File: src/rtl/paint_pkg.sv
// Shared types and constants for the brush painter write path.
// The erase code must stay in step with the colour table used by the pixel store.
package paint_pkg;

   typedef enum logic [1:0] {
      IDLE  = 2'd0,
      STAMP = 2'd1,
      CLEAR = 2'd2
   } painter_state_t;

   localparam int         CANVAS_MAX = 127;
   localparam logic [2:0] ERASE_CODE = 3'b000;

   function automatic logic [1:0] clamp_radius(input logic [1:0] size, input int max_r);
      return (int'(size) > max_r) ? 2'(max_r) : size;
   endfunction

endpackage

File: src/rtl/brush_offset_gen.sv
// Raster-order (dx,dy) walker over the square -r..r x -r..r; dy is the outer loop.
// start loads the top-left corner, advance steps one offset, last flags (+r,+r).
module brush_offset_gen #(
   parameter int OFS_W = 4
) (
   input  logic                    clk,
   input  logic                    reset,
   input  logic [1:0]              r,
   input  logic                    start,
   input  logic                    advance,
   output logic signed [OFS_W-1:0] dx,
   output logic signed [OFS_W-1:0] dy,
   output logic                    last
);

   localparam logic signed [OFS_W-1:0] ONE = 1;

   logic signed [OFS_W-1:0] r_dx;
   logic signed [OFS_W-1:0] r_dy;
   logic signed [OFS_W-1:0] w_rpos;
   logic signed [OFS_W-1:0] w_rneg;

   assign w_rpos = $signed({{(OFS_W-2){1'b0}}, r});
   assign w_rneg = -w_rpos;

   always_ff @(posedge clk or posedge reset) begin
      if (reset) begin
         r_dx <= '0;
         r_dy <= '0;
      end else if (start) begin
         r_dx <= w_rneg;
         r_dy <= w_rneg;
      end else if (advance) begin
         if (r_dx == w_rpos) begin
            r_dx <= w_rneg;
            r_dy <= r_dy + ONE;
         end else begin
            r_dx <= r_dx + ONE;
         end
      end
   end

   assign dx   = r_dx;
   assign dy   = r_dy;
   assign last = (r_dx == w_rpos) && (r_dy == w_rpos);

endmodule

File: src/rtl/brush_painter.sv
// Expands stamp/clear commands into single-pixel writes for the pixel store,
// one write per wr_slot strobe; clipped stamp offsets are skipped in one cycle each.
module brush_painter
   import paint_pkg::*;
#(
   parameter int         CANVAS_BITS = 7,
   parameter int         MAX_RADIUS  = 3,
   parameter logic [2:0] ERASE_COLOR = ERASE_CODE
) (
   input  logic       clk,
   input  logic       reset,
   input  logic       cmd_valid,
   output logic       cmd_ready,
   input  logic       cmd_clear,
   input  logic [7:0] cmd_x,
   input  logic [7:0] cmd_y,
   input  logic [2:0] cmd_color,
   input  logic [1:0] cmd_size,
   input  logic       wr_slot,
   output logic       brush,
   output logic [7:0] wx,
   output logic [7:0] wy,
   output logic [2:0] newColor,
   output logic       busy
);

   localparam int ADDR_W = 2 * CANVAS_BITS;
   localparam int PIX_W  = 9;
   localparam int OFS_W  = 4;
   localparam logic [ADDR_W-1:0] ADDR_LAST = '1;
   localparam logic [ADDR_W-1:0] ADDR_ONE  = 1;

   painter_state_t    r_state;
   logic [7:0]        r_cx;
   logic [7:0]        r_cy;
   logic [2:0]        r_color;
   logic [1:0]        r_radius;
   logic [ADDR_W-1:0] r_addr;

   logic                    w_accept;
   logic [1:0]              w_radius;
   logic signed [OFS_W-1:0] w_dx;
   logic signed [OFS_W-1:0] w_dy;
   logic                    w_last;
   logic signed [PIX_W-1:0] w_px;
   logic signed [PIX_W-1:0] w_py;
   logic                    w_in_range;
   logic                    w_stamp_wr;
   logic                    w_adv;

   assign cmd_ready = (r_state == IDLE);
   assign busy      = ~cmd_ready;
   assign w_accept  = cmd_valid && cmd_ready;

   // The walker sees the fresh clamped size on the accept edge, the latched one afterwards.
   assign w_radius = (r_state == IDLE) ? clamp_radius(cmd_size, MAX_RADIUS) : r_radius;

   brush_offset_gen #(
      .OFS_W(OFS_W)
   ) u_offset_gen (
      .clk    (clk),
      .reset  (reset),
      .r      (w_radius),
      .start  (w_accept && !cmd_clear),
      .advance((r_state == STAMP) && w_adv),
      .dx     (w_dx),
      .dy     (w_dy),
      .last   (w_last)
   );

   assign w_px = $signed({1'b0, r_cx}) + $signed({{(PIX_W-OFS_W){w_dx[OFS_W-1]}}, w_dx});
   assign w_py = $signed({1'b0, r_cy}) + $signed({{(PIX_W-OFS_W){w_dy[OFS_W-1]}}, w_dy});

   // Negative or >= canvas side both show up as a set bit above the coordinate field.
   assign w_in_range = (w_px[PIX_W-1:CANVAS_BITS] == '0) && (w_py[PIX_W-1:CANVAS_BITS] == '0);
   assign w_stamp_wr = (r_state == STAMP) && w_in_range;

   always_comb begin
      w_adv = 1'b0;
      case (r_state)
         STAMP:   w_adv = w_in_range ? wr_slot : 1'b1;
         CLEAR:   w_adv = wr_slot;
         default: w_adv = 1'b0;
      endcase
   end

   always_comb begin
      brush    = 1'b0;
      wx       = '0;
      wy       = '0;
      newColor = '0;
      if (w_stamp_wr) begin
         brush    = 1'b1;
         wx       = 8'(w_px[CANVAS_BITS-1:0]);
         wy       = 8'(w_py[CANVAS_BITS-1:0]);
         newColor = r_color;
      end else if (r_state == CLEAR) begin
         brush    = 1'b1;
         wx       = 8'(r_addr[CANVAS_BITS-1:0]);
         wy       = 8'(r_addr[ADDR_W-1:CANVAS_BITS]);
         newColor = ERASE_COLOR;
      end
   end

   always_ff @(posedge clk or posedge reset) begin
      if (reset) begin
         r_state  <= IDLE;
         r_cx     <= '0;
         r_cy     <= '0;
         r_color  <= '0;
         r_radius <= '0;
         r_addr   <= '0;
      end else begin
         case (r_state)
            IDLE: begin
               if (w_accept) begin
                  r_cx     <= cmd_x;
                  r_cy     <= cmd_y;
                  r_color  <= cmd_color;
                  r_radius <= w_radius;
                  r_addr   <= '0;
                  r_state  <= cmd_clear ? CLEAR : STAMP;
               end
            end
            STAMP: begin
               if (w_adv && w_last)
                  r_state <= IDLE;
            end
            CLEAR: begin
               if (w_adv) begin
                  r_addr <= r_addr + ADDR_ONE;
                  if (r_addr == ADDR_LAST)
                     r_state <= IDLE;
               end
            end
            default: r_state <= IDLE;
         endcase
      end
   end

endmodule

File: config.mk
export PLATFORM = sky130hd
export DESIGN_NAME = brush_painter
export DESIGN_NICKNAME = d
export VERILOG_FILES = /design/src/rtl/paint_pkg.sv /design/src/rtl/brush_offset_gen.sv /design/src/rtl/brush_painter.sv
export SDC_FILE = /design/constraint.sdc
export NUM_CORES = 1
export LEC_CHECK = 0
export CAP_MARGIN = 20
export CORE_MARGIN = 5
export CORE_UTILIZATION = 40
export DETAILED_ROUTE_END_ITERATION = 10
export GPL_TIMING_DRIVEN = 0
export HOLD_SLACK_MARGIN = 0.02
export PLACE_DENSITY = 0.61
export SLEW_MARGIN = 20
export SYNTH_ARGS = -nofsm -noshare
export SYNTH_HDL_FRONTEND = slang
export SYNTH_SLANG_ARGS = --single-unit
File: constraint.sdc
create_clock -name clk -period 5.99 [get_ports clk]
set_input_delay 1.198 -clock clk [delete_from_list [all_inputs] [get_ports clk]]
set_output_delay 1.198 -clock clk [all_outputs]
set_load 0.01 [all_outputs]
==> results.yml <==
status:
  outcome: "completed"
clocking:
  cts_resized: 0
  clkTransAtPathRegs_ns: 0.09
  htreeDepth: 2
  post_cts_buffers: 0
  cts.hold.buffers_added: 0
  clock_latency_ns: 0.29
  numCtsBuffers: 5
  cts_tree: "yes"
  clkSinkCount: 45
  clk_path_buf_depth: 2
  clockRootBuffer: "clkbuf_8"
synth:
  synth_area_um2: 3279
  ys_ff_latch: 45
  synth.top_cell.area_share_pct: 34.34
  ys.warnings.count: 0
  synth_area_leaders: "dfrtp_1 (34%), ha_1 (8.8%), mux2_2 (7.6%), nand2_1 (4.5%), o21ai_0 (3.7%)"
  synth.largest_area_cell: "dfrtp_1"
  avgSynthCellArea_um2: 9.645
  ys_types: 58
  yosysSeqAreaShare_pct: 34.34
  synth_edf_count: 0
  syn_inst: 340
  synthArstFlopShare_pct: 100.0
  synth_ff_type: "dfrtp_1"
worst_setup_path:
  cp_max_fo: 10
  end_kind: "primary output"
  start_kind: "flip-flop"
  path_class: "flip-flop to primary output"
  required_ns: 4.79
  cp.arrival_ns: 4.23
  rrSetupSlack_ns: 2.66
floorplanning:
  core_area_um2: 8093
  row_count: 33
  die_x_um: 100.5
  initial_core_util_pct: 40.52
  die_y_um: 100.5
  dieArea_um2: 10110
  io_pins: 48
timing:
  relSlewSlack_pct: 57.34
  clock.fmax_mhz: 184.2
  min_period_over_period_pct: 90.64
  tns_ns: 0
  setup_viol: 0
  holdWs_ns: 0.5022
  skew_ns: 0.007599
  period_needed_ns: 5.429
  setup_slack_ns: 0.5605
  rsz0062_at_grt: "no"
  tightest_slew_ns: 0.6375
  hold_violations: 0
  drv_slew: 0
finish:
  fin_cells: 499
  drive_above_1_share_pct: 15.23
  antenna_cells: 0
  fin_nets: 445
  area_growth_pct: 21.63
routing:
  vias: 2660
  drt_iter0_drc: 61
  route.detailed.drc: 0
  wire_per_inst_um: 15.16
  viasPerCell: 5.331
  drt_wl_total_um: 7565
  ant_nets: 0
  first_pass_iters: 5
place:
  dp.cells: 492
  dp_hpwl_um: 6008
  dp_slack_ns: 0.8938
  routabilityCongestion: 0.8430
  numPortBuffers: 45
global_route:
  grt_pass1_vias: 2662
  grt-ovfl-total: 0
  grt_max_degree: 32
  grt_use_total_pct: 15.66
  grt_pass1_wl_um: 12980
  antenna_found_initial: 0
pwr:
  peakVddDrop_v: 0.0002247
  p_leak_uw: 0.001744
  power.density_nw_per_um2: 517.3
worst_hold_path:
  hold_class: "flip-flop to flip-flop"
job:
  cap_violations: 0
## cells by family after synthesis
kind of cell	after synthesis	share of synthesized area [%]
AO/OA/AOI/OAI	86	17.78
XOR/XNOR	16	4.273
adder cells (fa/ha/maj)	25	9.996
other	1	0.1144
flip-flops	45	34.34
buffers and inverters	23	3.548
AND/OR/NAND/NOR	114	19.84
multiplexers	30	10.11
## critical path: stages, from the launching register on
cell	delay [ns]
dfrtp_1	0.46
ha_1	0.27
fa_1	0.44
a211oi_1	0.24
o31ai_1	0.16
o31ai_1	0.26
xor2_1	0.33
nand4_1	0.15
nor2_1	0.52
buf_2	0.32
nand2_1	0.08
o21ai_0	0.11
clkdlybuf4s50_1	0.58
## where the power goes
| part | switching [µW] | internal, µW | leakage (µW) | total, µW |
|---|---|---|---|---|
| Sequential | 111 | 413 | 0.000558 | 523 |
| Combinational | 702 | 611 | 0.00113 | 1310 |
| Clock | 105 | 121 | 0.0000540 | 227 |
| Total | 918 | 1150 | 0.00174 | 2060 |
## per-layer routing
layer  vias up  share of wire [%]  track usage (%)
li1       1333                  -                -
met1      1284                 49            21.75
met2        37                 48            25.84
met3         6                2.8            2.491
met4         0               0.70            3.212
met5         -                  0                0
## cell usage after synthesis (2+ instances only)
cell and n:
a211oi_1 4, a21o_1 13, a21oi_1 8, a31oi_1 2, and2_1 7, and3_1 13, buf_1 2, buf_2 3
buf_4 3, buf_6 2, clkbuf_1 2, dfrtp_1 45, fa_1 2, ha_1 23, inv_1 11, mux2_2 22
mux2i_1 7, nand2_1 39, nand2b_1 5, nand3_1 4, nand4_1 5, nor2_1 16, nor2b_1 4, nor3_1 3
nor3b_2 9, o21a_1 2, o21ai_0 24, o21ai_1 8, o22a_1 2, o22ai_1 2, o31ai_1 7, xnor2_1 8
xor2_1 8
## layout make-up
class                      count  area (µm²)
inverter                      11       41.29
buffer                        12       75.07
multi-input combinational    273        2041
tap                          105       131.4
sequential                    45        1126
clock buffer                   5       68.82
clock inverter                 2       35.03
timing repair buffer          46       470.5
fill                         797        4104
## final timing paths
check                              startpoint  depth (start not counted)            endpoint
max in group asynchronous               reset                          3  u_offset_gen.dy[3]
min reg2reg                        r_color[1]                          1          r_color[1]
min in group asynchronous               reset                          2             r_cx[1]
max                        u_offset_gen.dy[0]                         12               wy[6]
max reg2reg                u_offset_gen.dy[0]                          9  u_offset_gen.dx[1]
min                                r_color[1]                          1          r_color[1]
## sequential cells by signal, indices dropped and copies added, names as in the netlist
signal	cells
r_addr	14
r_cx	8
r_cy	8
u_offset_gen.dx	4
u_offset_gen.dy	4
r_color	3
r_radius	2
r_state	2
## placed cells by master, fill, tap and decap left out, drive strengths merged, types with 3 or more instances in the layout
cell type      Yosys  routed
a211oi             5       5
a21o              13      13
a21oi              9       9
and2               7       7
and3              13      13
buf               10      11
clkbuf             2       7
clkdlybuf4s50      0      45
dfrtp             45      45
ha                23      23
inv               11      11
mux2              22      22
mux2i              8       8
nand2             39      39
nand2b             5       5
nand3              4       4
nand4              6       6
nor2              16      16
nor2b              4       4
nor3               3       3
nor3b              9       9
o21ai             33      33
o31ai              7       7
xnor2              8       8
xor2               8       8
## per-stage QoR
stage,instance area [µm²],power (µW),util [%]
after global routing,3989,2268,49.29
after floorplan,3283,1522,-
after detailed placement,3885,1845,48.01
after CTS,3989,2087,49.29
after global placement,3865,1818,47.76
final,3989,2064,49.29
Note: power is estimated with default switching activity, not from simulation.
